<file path="src/rtl/uart_pkg.sv">
// uart_pkg: shared FSM states, oversampling constants and vote helper for the UART path
// Contents:
//   state_t     receive FSM states (PARITY only reachable when UART_RX_PARITY_EN is defined)
//   OVERSAMPLE  ticks per bit; SW is the width of the sample index
//   SMP_A..C    sample indices used by the 3-sample majority vote
//   DEC_IDX     sample index on which a bit value is decided
//   maj3        2-of-3 majority
package uart_pkg;

    typedef enum logic [2:0] {IDLE, START, DATA, PARITY, STOP, BREAK} state_t;

    localparam int OVERSAMPLE = 16;
    localparam int SW = $clog2(OVERSAMPLE);

    localparam logic [SW-1:0] SMP_A   = SW'(7);
    localparam logic [SW-1:0] SMP_B   = SW'(8);
    localparam logic [SW-1:0] SMP_C   = SW'(9);
    localparam logic [SW-1:0] DEC_IDX = SMP_C;

    function automatic logic maj3(input logic a, input logic b, input logic c);
        return (a & b) | (a & c) | (b & c);
    endfunction

endpackage

</file>
<file path="src/rtl/uart_baud_tick.sv">
// uart_baud_tick: CLK_DIV divider producing a one-cycle oversample tick
// Ports:
//   i_clk      system clock
//   i_reset    asynchronous active-high reset
//   i_restart  synchronous; forces the count to 0 so ticks re-align to this cycle
//   o_tick     high for one cycle when the count reaches CLK_DIV-1
module uart_baud_tick #(
    parameter int CLK_DIV = 326
) (
    input  logic i_clk,
    input  logic i_reset,
    input  logic i_restart,
    output logic o_tick
);

    localparam int CW = $clog2(CLK_DIV);

    logic [CW-1:0] r_cnt;

    assign o_tick = r_cnt == CW'(CLK_DIV - 1);

    always_ff @(posedge i_clk or posedge i_reset) begin
        if (i_reset)
            r_cnt <= '0;
        else
            r_cnt <= (i_restart || o_tick) ? '0 : r_cnt + 1'b1;
    end

endmodule

</file>
<file path="src/rtl/uart_rx_sampler.sv">
// uart_rx_sampler: 16x oversampling UART receiver with majority vote, false-start and framing checks
// Ports:
//   i_clk        system clock
//   i_reset      asynchronous active-high reset
//   i_rx         raw serial input, idle high, asynchronous to i_clk
//   o_data_out   last good byte, updated together with o_rxDone
//   o_rxDone     one-cycle strobe for a good frame (FIFO write)
//   o_frameErr   one-cycle strobe when the stop bit votes low
//   o_busy       high while the FSM is not IDLE
//   o_parityErr  one-cycle strobe on even-parity mismatch (only with UART_RX_PARITY_EN)
// Build option: define UART_RX_PARITY_EN for frames carrying one even-parity bit.
module uart_rx_sampler
    import uart_pkg::*;
#(
    parameter int DATA_BITS = 8,
    parameter int CLK_DIV   = 326
) (
    input  logic                 i_clk,
    input  logic                 i_reset,
    input  logic                 i_rx,
    output logic [DATA_BITS-1:0] o_data_out,
    output logic                 o_rxDone,
    output logic                 o_frameErr,
    output logic                 o_busy
`ifdef UART_RX_PARITY_EN
    ,
    output logic                 o_parityErr
`endif
);

    localparam int BW = $clog2(DATA_BITS + 3);

    state_t               r_state;
    state_t               w_next;
    logic [1:0]           r_sync;
    logic [SW-1:0]        r_s;
    logic [BW-1:0]        r_bit;
    logic [1:0]           r_smp;
    logic [DATA_BITS-1:0] r_shift;
    logic [DATA_BITS-1:0] r_data;
    logic                 r_done;
    logic                 r_ferr;
    logic                 w_rxs;
    logic                 w_tick;
    logic                 w_start;
    logic                 w_dec;
    logic                 w_vote;
    logic                 w_done;
    logic                 w_ferr;
`ifdef UART_RX_PARITY_EN
    logic                 r_par;
    logic                 r_perr;
    logic                 w_perr;
`endif

    assign w_rxs   = r_sync[1];
    assign w_start = (r_state == IDLE) && !w_rxs;
    assign w_dec   = w_tick && (r_s == DEC_IDX);
    assign w_vote  = maj3(r_smp[0], r_smp[1], w_rxs);

    uart_baud_tick #(
        .CLK_DIV(CLK_DIV)
    ) u_tick (
        .i_clk    (i_clk),
        .i_reset  (i_reset),
        .i_restart(w_start),
        .o_tick   (w_tick)
    );

    always_ff @(posedge i_clk or posedge i_reset) begin
        if (i_reset)
            r_state <= IDLE;
        else
            r_state <= w_next;
    end

    // r_bit holds the index of the bit period in progress (0 = start bit)
    always_comb begin
        w_next = r_state;
        w_done = 1'b0;
        w_ferr = 1'b0;
`ifdef UART_RX_PARITY_EN
        w_perr = 1'b0;
`endif
        case (r_state)
            IDLE:  if (!w_rxs) w_next = START;
            START: if (w_dec) w_next = w_vote ? IDLE : DATA;
            DATA:  if (w_dec && r_bit == BW'(DATA_BITS))
`ifdef UART_RX_PARITY_EN
                       w_next = PARITY;
            PARITY: if (w_dec) w_next = STOP;
`else
                       w_next = STOP;
`endif
            STOP: begin
                if (w_dec) begin
                    if (!w_vote) begin
                        w_ferr = 1'b1;
                        w_next = BREAK;
                    end else begin
                        w_next = IDLE;
`ifdef UART_RX_PARITY_EN
                        w_perr = ^{r_shift, r_par};
                        w_done = !w_perr;
`else
                        w_done = 1'b1;
`endif
                    end
                end
            end
            BREAK: if (w_rxs) w_next = IDLE;
            default: w_next = IDLE;
        endcase
    end

    always_ff @(posedge i_clk or posedge i_reset) begin
        if (i_reset) begin
            r_sync  <= 2'b11;
            r_s     <= '0;
            r_bit   <= '0;
            r_smp   <= '0;
            r_shift <= '0;
            r_data  <= '0;
            r_done  <= 1'b0;
            r_ferr  <= 1'b0;
        end else begin
            r_sync <= {r_sync[0], i_rx};
            r_done <= w_done;
            r_ferr <= w_ferr;
            if (w_start) begin
                r_s   <= '0;
                r_bit <= '0;
            end else if (w_tick) begin
                r_s <= r_s + 1'b1;
                if (r_s == SW'(OVERSAMPLE - 1))
                    r_bit <= r_bit + 1'b1;
            end
            if (w_tick && r_s == SMP_A)
                r_smp[0] <= w_rxs;
            if (w_tick && r_s == SMP_B)
                r_smp[1] <= w_rxs;
            if (w_dec && r_state == DATA)
                r_shift <= {w_vote, r_shift[DATA_BITS-1:1]};
            if (w_done)
                r_data <= r_shift;
        end
    end

`ifdef UART_RX_PARITY_EN
    always_ff @(posedge i_clk or posedge i_reset) begin
        if (i_reset) begin
            r_par  <= 1'b0;
            r_perr <= 1'b0;
        end else begin
            r_perr <= w_perr;
            if (w_dec && r_state == PARITY)
                r_par <= w_vote;
        end
    end

    assign o_parityErr = r_perr;
`endif

    assign o_data_out = r_data;
    assign o_rxDone   = r_done;
    assign o_frameErr = r_ferr;
    assign o_busy     = r_state != IDLE;

endmodule

</file>
<file path="config.mk">
export PLATFORM = sky130hd
export DESIGN_NAME = uart_rx_sampler
export DESIGN_NICKNAME = d
export VERILOG_FILES = /design/src/rtl/uart_pkg.sv /design/src/rtl/uart_baud_tick.sv /design/src/rtl/uart_rx_sampler.sv
export SDC_FILE = /design/constraint.sdc
export NUM_CORES = 1
export LEC_CHECK = 0
export ABC_AREA = 1
export CAP_MARGIN = 10
export CORE_AREA = 2 2 55 77
export DETAILED_ROUTE_END_ITERATION = 16
export DIE_AREA = 0 0 57 79
export PLACE_DENSITY = 0.84
export SYNTH_ARGS = -nofsm -noshare
export SYNTH_HDL_FRONTEND = slang
export SYNTH_HIERARCHICAL = 1
export SYNTH_SLANG_ARGS = --single-unit
export TNS_END_PERCENT = 20
</file>
<file path="constraint.sdc">
create_clock -name i_clk -period 1.9 [get_ports i_clk]
set_input_delay 0.285 -clock i_clk [delete_from_list [all_inputs] [get_ports i_clk]]
set_output_delay 0.285 -clock i_clk [all_outputs]
set_load 0.1 [all_outputs]
</file>
# == Word-level counts from Yosys, hierarchy flattened ==
# Cells that the tools add are included.
# word_totals
out_inout_bits,11
elab_cells,68
reg_bits,42
# classes
n_eq_ne,15
add_sub_neg,3
bitwise,5
n_reduce_logical,14
mux,20
# ops
op,count
two-way mux 4 bit,5
two-way mux 3 bit,6
"equality test 4 bit, second input constant",4
case mux 3 bit (5 select lines),1
"!= test 2 bit, second input constant",5
"adder 9 x 1 -> 9 bit, second input constant",1
"equality test 9 bit, second input constant",1
two-way mux 9 bit,1
"adder 4 x 1 -> 4 bit, second input constant",2
"equality test 3 bit, second input constant",2
logical AND 1 bit,6
two-way mux 1 bit,6
AND reduction 5 bit,1
"equality test 4 x 3 -> 1 bit, second input constant",1
nonzero test 2 bit,2
AND 1 bit,3
"equality test 3 x 1 -> 1 bit, second input constant",1
"equality test 3 x 2 -> 1 bit, second input constant",1
logical NOT 3 bit,1
nonzero test 3 bit,1
two-way mux 2 bit,1
bitwise OR 1 bit,2
AND reduction 2 bit,1
logical NOT 1 bit,1
logical OR 1 bit,1

# == Logic depth before layout (Yosys ltp) ==
# Gate-level depths: netlist of the first run.
# depth
depth_word,6
depth_mapped,14
mapped_depth_nobuf,13

# == Cells and area by module ==
# The synthesis of the first run kept the hierarchy.
# by_module_without_submodules
mod,area_each_um2,seq_area_each_um2,instances,cells_per_inst
uart_rx_sampler,1567.8,828.3,1,172
uart_baud_tick,556.8,225.2,1,75

# == Least setup slack after synthesis of the first run ==
# No wires, ideal clock.
# synth_path
path_kind,reg2reg
start,reg u_tick.r_cnt[0]
end,reg r_data[0] (netlist: o_data_out[0])
path_slack_ps,159
arrival_ps,1620
n_path_buf,2
setup_time_ps,121
synth_period_minus_slack_ps,1741
stages_incl_launch_ff,13
path_cell_list,dfrtp_1 > ha_1 > nand2_1 > nor2_1 > nand2_2 > inv_1 > buf_6 > nand4_4 > inv_2 > nand3_4 > buf_6 > nand2_2 > o21ai_2
# synth_via
elab_chain_cells,4
# synth_lines
item,line_no,source
from (decl),uart_baud_tick.sv:18,logic [CW-1:0] r_cnt;
from (signal assigned),uart_baud_tick.sv:26,r_cnt <= (i_restart || o_tick) ? '0 : r_cnt + 1'b1;
equality test 9 bit,uart_baud_tick.sv:20,assign o_tick = r_cnt == CW'(CLK_DIV - 1);
net w_tick,uart_rx_sampler.sv:44,logic w_tick;
logical AND 1 bit,uart_rx_sampler.sv:58,assign w_dec = w_tick && (r_s == DEC_IDX);
two-way mux 1 bit,uart_rx_sampler.sv:96,if (w_dec) begin
two-way mux 1 bit,uart_rx_sampler.sv:85,case (r_state)
to (signal assigned),uart_rx_sampler.sv:145,r_data <= r_shift;
to (decl),uart_rx_sampler.sv:40,logic [DATA_BITS-1:0] r_data;
# The timed path passes the listed nets, and every way through them passes these cells.
# A chain may end at the register's enable or synchronous reset.

# == Worst setup path after layout of the first run ==
# layout_path
start,reg u_tick.r_cnt[1]
end,reg r_data[3] (netlist: o_data_out[3])
# The elaborated chain is that of the path after synthesis.

==> flow_summary.json, run 1 <==
{
  "status": "completed",
  "die_h_um": 79,
  "fin_setup_tns_ns": 0,
  "fillers": 324,
  "layout_common_cells": "nand2_1, dfrtp_1, inv_1",
  "period_share_pct": 89.8,
  "p_leak_nw": 1.17,
  "yosysWarnings": 6,
  "dp_slack_ns": 0.0636,
  "crit_path_start_kind": "flop",
  "grt_first_pass_wirelength_um": 6040,
  "crit_fanout": 8,
  "layout-drive-gt1-share_pct": 25.5,
  "cts_sinks": 42,
  "pwr-share-clk_pct": 39.0,
  "root_buffer": "clkbuf_8",
  "hp-class": "input pin to asynchronous set/reset pin",
  "die_x_um": 57,
  "ys_seq_area_share_pct": 49.6,
  "drtIter0Drc": 52,
  "grt_pass1_vias": 1482,
  "pwr-share-comb_pct": 1.8,
  "reg2reg_depth": 10,
  "clk-insertion-delay-late_ns": 0.30,
  "synth.avg_cell_area_um2": 8.60,
  "wl_per_cell_um": 11.8,
  "post-route-drc-count": 0,
  "dieArea_um2": 4500,
  "clockBufferDepth": 2,
  "cp.arrival_ns": 1.94,
  "postLayoutSetupSlackWorst_ns": 0.193,
  "utilization_pct": 62.5,
  "antenna_found_initial": 0,
  "synth_edf_count": 0,
  "synthFlopType": "dfrtp_1",
  "period_minus_slack_ns": 1.71,
  "ir_worst_vdd_uv": 551,
  "portBuffers": 13,
  "syn_to_final_growth_pct": 13.4,
  "routed_wirelength_um": 3710,
  "drv_slew": 0,
  "design.core.area_um2": 3850,
  "start_util_pct": 55.2,
  "route.met2.wl_um": 1980,
  "reg2reg_slack_ns": 0.19,
  "ctsHoldBuffers": 0,
  "tightest_slew_ns": 0.412,
  "wl_met3_um": 93,
  "core.rowCount": 27,
  "p_sw_uw": 350,
  "ctsHtreeMaxLevel": 2,
  "finalHoldWorstSlack_ns": 0.259,
  "finish.net_count": 280,
  "r2r-end": "o_data_out[3]$_DFFE_PP0P_",
  "ant_nets": 0,
  "setup_violations": 0,
  "clk_pin_slew_ns": 0.09,
  "vias": 1586,
  "synth_cell_types": 26,
  "ys_seq_elements": 42,
  "required_ns": 2.13,
  "synth_area_um2": 2120,
  "fmax_ghz": 0.586,
  "crit_path_end_kind": "flop",
  "p_per_area_nw_per_um2": 630,
  "r2r_start": "u_tick/r_cnt[1]$_DFF_PP0_",
  "hold_viol": 0,
  "viasPerCell": 5.05,
  "synth_nets": 257,
  "switching_share_pct": 23.1,
  "n_antenna_cell": 0,
  "first_pass_iters": 4,
  "seq_power_share_pct": 59.2,
  "wl_met1_um": 1540,
  "maxCapViolations": 0,
  "grt_max_degree": 34,
  "rsz0062_at_grt": "false",
  "io_pins": 14,
  "hpwl_um": 2570,
  "async_flop_share_pct": 100,
  "grt-ovfl-total": 0,
  "skew_ns": 0.00995,
  "worstSetupPathType": "flop to flop",
  "final_common_cell": "nand2_1",
  "postSynthCellCount": 247,
  "p_int_mw": 1.17,
  "cts_tree": "built",
  "track_usage_pct": 17.4,
  "cts_buffers": 5,
  "routabilityCongestion": 0.795,
  "top_layer_used": "met4",
  "slew_headroom_pct": 72.5
}
## critical path, stage by stage, from the launching register on
cell and delay (ns):
dfrtp_1 0.41, inv_1 0.07, ha_1 0.13, nand2_1 0.06
nor2_1 0.13, nand2_2 0.09, inv_4 0.08, nand4_4 0.14
inv_4 0.12, nand3_2 0.21, o21ai_2 0.19
## cell usage after synthesis, types with 2 or more instances
master   count  area, um^2
o21ai_0     13        65.1
nor2_4       2        22.5
a21oi_1      6        30.0
buf_6        2        22.5
nor2_2      15        93.8
nor2_1      13        48.8
nand4_1      2        12.5
dfstp_2      2        52.6
inv_1       32         120
ha_1         7        87.6
dfrtp_1     40        1000
nand2_1     66         248
inv_2        7        26.3
nand3_1     15        75.1
nand2_2      4        25.0
o21ai_2      8        70.1
o21ai_1      4        20.0
## cell families (layout without fill, tap and decap cells)
kind of cell | Yosys count | count (layout) | share of synthesized area, %
and+or+nand+nor | 124 | 125 | 28.9
DFF | 42 | 42 | 49.6
buffers and inverters | 42 | 65 | 8.30
AOI/OAI and AO/OA | 31 | 31 | 8.72
adders and majority gates | 7 | 7 | 4.12
xor gates and xnor gates | 1 | 1 | 0.412
## layout make-up
class | count | area (um^2) | area share [%]
sequential | 42 | 1050 | 43.7
clock buffer | 5 | 68.8 | 2.86
clock inverter | 3 | 23.8 | 0.987
inverter | 39 | 151 | 6.29
tap | 43 | 53.8 | 2.23
timing repair buffer | 18 | 153 | 6.34
multi-input combinational | 164 | 905 | 37.6
## per-layer routing
metal | vias up | GRT usage (%)
met5 | - | 0
met2 | 17 | 31.1
met3 | 10 | 4.40
li1 | 817 | -
met1 | 742 | 18.8
met4 | 0 | 8.37
## metrics by stage
stage          instance area, um^2  power (mW)  std cells
3_5_place_dp                  2290       0.944        304
3_3_place_gp                  2290       0.944        304
4_1_cts                       2390        1.54        312
2_1_floorplan                 2120       0.933        247
5_1_grt                       2410        1.57        314
6_report                      2410        1.52        314
## state kept, by name, summed over array words and instances, names as in the netlist, 2 cells and up
register / cells
r_smp: 2
r_bit: 4
r_state: 3
o_data_out: 8
r_sync: 2
r_s: 4
u_tick/r_cnt: 9
r_shift: 8
## how the worst max path moves through the flow
stage                              startpoint                        end  slack, ns
floorplan           u_tick/r_cnt[0]$_DFF_PP0_  o_data_out[0]$_DFFE_PP0P_       0.16
global placement    u_tick/r_cnt[1]$_DFF_PP0_  o_data_out[2]$_DFFE_PP0P_       0.15
detailed placement  u_tick/r_cnt[1]$_DFF_PP0_  o_data_out[2]$_DFFE_PP0P_       0.06
CTS                 u_tick/r_cnt[1]$_DFF_PP0_  o_data_out[6]$_DFFE_PP0P_       0.04
global route        u_tick/r_cnt[1]$_DFF_PP0_     r_state[0]$_DFFE_PP0P_       0.04
finish              u_tick/r_cnt[1]$_DFF_PP0_  o_data_out[3]$_DFFE_PP0P_       0.19
## power groups by stage
stage / clock network, mW / logic (mW) / registers (mW)
detailed placement: 0 / 0.0283 / 0.916
global route: 0.638 / 0.0317 / 0.899
global placement: 0 / 0.0278 / 0.916
CTS: 0.609 / 0.0283 / 0.898
finish: 0.591 / 0.0270 / 0.898
floorplan: 0 / 0.0169 / 0.916
## what timing repair did
item | 4_1_cts | 5_1_grt
resized for setup | 0 | 3
buffers inserted | 0 | 1
endpoints found under the setup margin | 0 | 16
Note: power is estimated with default switching activity, not from simulation.
==> run 2, diff against run 1 <==
--- a/config.mk
+++ b/config.mk
@@ -8,6 +8,7 @@
 export ABC_AREA = 1
 export CAP_MARGIN = 10
 export CORE_AREA = 2 2 55 77
+export CTS_CLUSTER_SIZE = 14
 export DETAILED_ROUTE_END_ITERATION = 16
 export DIE_AREA = 0 0 57 79
 export PLACE_DENSITY = 0.84
==> results of run 2 <==
Same layout as run 1: the final DEF is identical, and so are final timing and power.
==> run 3, diff against run 2 <==
--- a/config.mk
+++ b/config.mk
@@ -11,7 +11,7 @@
 export CTS_CLUSTER_SIZE = 14
 export DETAILED_ROUTE_END_ITERATION = 16
 export DIE_AREA = 0 0 57 79
-export PLACE_DENSITY = 0.84
+export PLACE_DENSITY = 0.75
 export SYNTH_ARGS = -nofsm -noshare
 export SYNTH_HDL_FRONTEND = slang
 export SYNTH_HIERARCHICAL = 1
==> constraint.sdc (replaced) <==
create_clock -name i_clk -period 1.8 [get_ports i_clk]
set_input_delay 0.27 -clock i_clk [delete_from_list [all_inputs] [get_ports i_clk]]
set_output_delay 0.27 -clock i_clk [all_outputs]
set_load 0.1 [all_outputs]
==> run 3 against run 2 <==
Maximum frequency up 2.3%. Sequential power up 5.6%. Highest routed layer unchanged. Total power up 12%. Clock skew down 0.0021 ns. Combinational power up 5%. Worst setup slack worse by 0.061 ns. Clock-buffer cell count unchanged. Largest power group unchanged. First-iteration DRC count down 56%.
==> flow_summary.json, run 3 (same netlist as run 1, synthesis figures left out) <==
{
  "status": "completed",
  "post-route-drc-count": 0,
  "design.core.area_um2": 3850,
  "dieArea_um2": 4500,
  "postLayoutSetupSlackWorst_ns": 0.132,
  "skew_ns": 0.00785,
  "die_h_um": 79,
  "io_pins": 14,
  "crit_path_start_kind": "flop",
  "finalHoldWorstSlack_ns": 0.263,
  "layout-drive-gt1-share_pct": 28.7,
  "cpPeakStageDelay_ns": 0.38,
  "viasPerCell": 5.02,
  "core.rowCount": 27,
  "r2r_start": "u_tick/r_cnt[0]$_DFF_PP0_",
  "antenna_found_initial": 0,
  "grt_first_pass_wirelength_um": 6470,
  "grt-ovfl-total": 0,
  "utilization_pct": 65.0,
  "rsz0062_at_grt": "true",
  "drtIter0Drc": 23,
  "period_minus_slack_ns": 1.67,
  "tightest_slew_ns": 0.407,
  "cts_buffers": 5,
  "finish.net_count": 288,
  "fillers": 338,
  "hpwl_um": 2590,
  "grt_max_degree": 34,
  "setup_violations": 0,
  "p_leak_nw": 1.23,
  "hp-class": "input pin to asynchronous set/reset pin",
  "largest_register_ffs": 9,
  "critPathLaunch": "u_tick/r_cnt[0]$_DFF_PP0_",
  "cp.arrival_ns": 1.85,
  "cp_slowest_cell": "dfrtp_1",
  "track_usage_pct": 17.8,
  "ir_worst_vdd_uv": 681,
  "vias": 1616,
  "fmax_ghz": 0.599,
  "reg2reg_slack_ns": 0.13,
  "crit_fanout": 6,
  "cts_tree": "built",
  "cts_sinks": 42,
  "dp_slack_ns": 0.0119,
  "crit_path_cell_trace": "ha_1, nand2_1, nor2_2, nand2_2, inv_4, buf_4, buf_4, or2_2, nand3_1, inv_1",
  "syn_to_final_growth_pct": 17.8,
  "final_common_cell": "nand2_1",
  "root_buffer": "clkbuf_8",
  "slew_headroom_pct": 72.9,
  "layout_common_cells": "nand2_1, dfrtp_1, inv_1",
  "crit_path_end_kind": "flop",
  "maxCapViolations": 0,
  "ant_nets": 0,
  "grt_pass1_vias": 1630,
  "period_share_pct": 92.7,
  "routabilityCongestion": 0.832,
  "clk-insertion-delay-late_ns": 0.29,
  "top_register": "u_tick/r_cnt",
  "n_antenna_cell": 0,
  "drv_slew": 0,
  "die_x_um": 57,
  "ctsHtreeMaxLevel": 2,
  "cp_num_buf_inv": 4,
  "placed_cells": 306,
  "hold_viol": 0,
  "wl_per_cell_um": 11.9,
  "cpMostUsedCell": "buf_4",
  "final_cells": 322,
  "routed_wirelength_um": 3850,
  "portBuffers": 13,
  "crit_family": "simple AND/OR/NAND/NOR gates",
  "worstSetupPathType": "flop to flop",
  "first_pass_iters": 4,
  "required_ns": 1.98,
  "p_per_area_nw_per_um2": 678,
  "start_util_pct": 55.2,
  "fin_setup_tns_ns": 0,
  "clockBufferDepth": 2,
  "clk_pin_slew_ns": 0.08
}
-- run 3: area by class of cell --
cell class                 instances  area [um^2]  area share (%)
inverter                          39          151            6.05
multi-input combinational        164          922            36.8
tap                               43         53.8            2.15
timing repair buffer              26          213            8.50
sequential                        42         1050            42.1
clock inverter                     3         40.0            1.60
clock buffer                       5         68.8            2.75
-- run 3: power breakdown --
group	leakage, nW	internal, mW	switching, mW
clock network	0.0579	0.408	0.312
registers	0.565	0.947	0.00156
logic	0.608	0.00703	0.0213
total	1.23	1.36	0.335
-- run 3: path summary, 6_finish.rpt --
kind / end / cells after the start
setup / recovery: r_s[0]$_DFFE_PP0P_ / 10
hold / removal: u_tick/r_cnt[6]$_DFF_PP0_ / 2
setup reg to reg: r_s[0]$_DFFE_PP0P_ / 10
hold reg to reg: r_sync[1]$_DFF_PP1_ / 0
max in group asynchronous: r_sync[0]$_DFF_PP1_ / 3
min in group i_clk: r_sync[1]$_DFF_PP1_ / 0
-- run 3: timing repair --
action | 4_1_cts | 5_1_grt
setup buffers | 0 | 7
setup endpoints to repair | 0 | 27
gates resized for setup | 0 | 8
hold buffers | 0 | 0
-- run 3: routing by layer --
metal  vias up  wire, um  global-route usage [%]
met5         -         0                       0
met4         0        46                    5.81
met3         4       104                    3.91
met2        19      2110                    33.8
met1       763      1590                    19.2
li1        830         -                       -
-- run 3: through the flow --
stage,cell area (um^2),total power [mW]
after floorplan,2120,0.984
after global placement,2310,0.997
after detailed placement,2310,0.997
after CTS,2420,1.72
after global routing,2500,1.76
final,2500,1.70
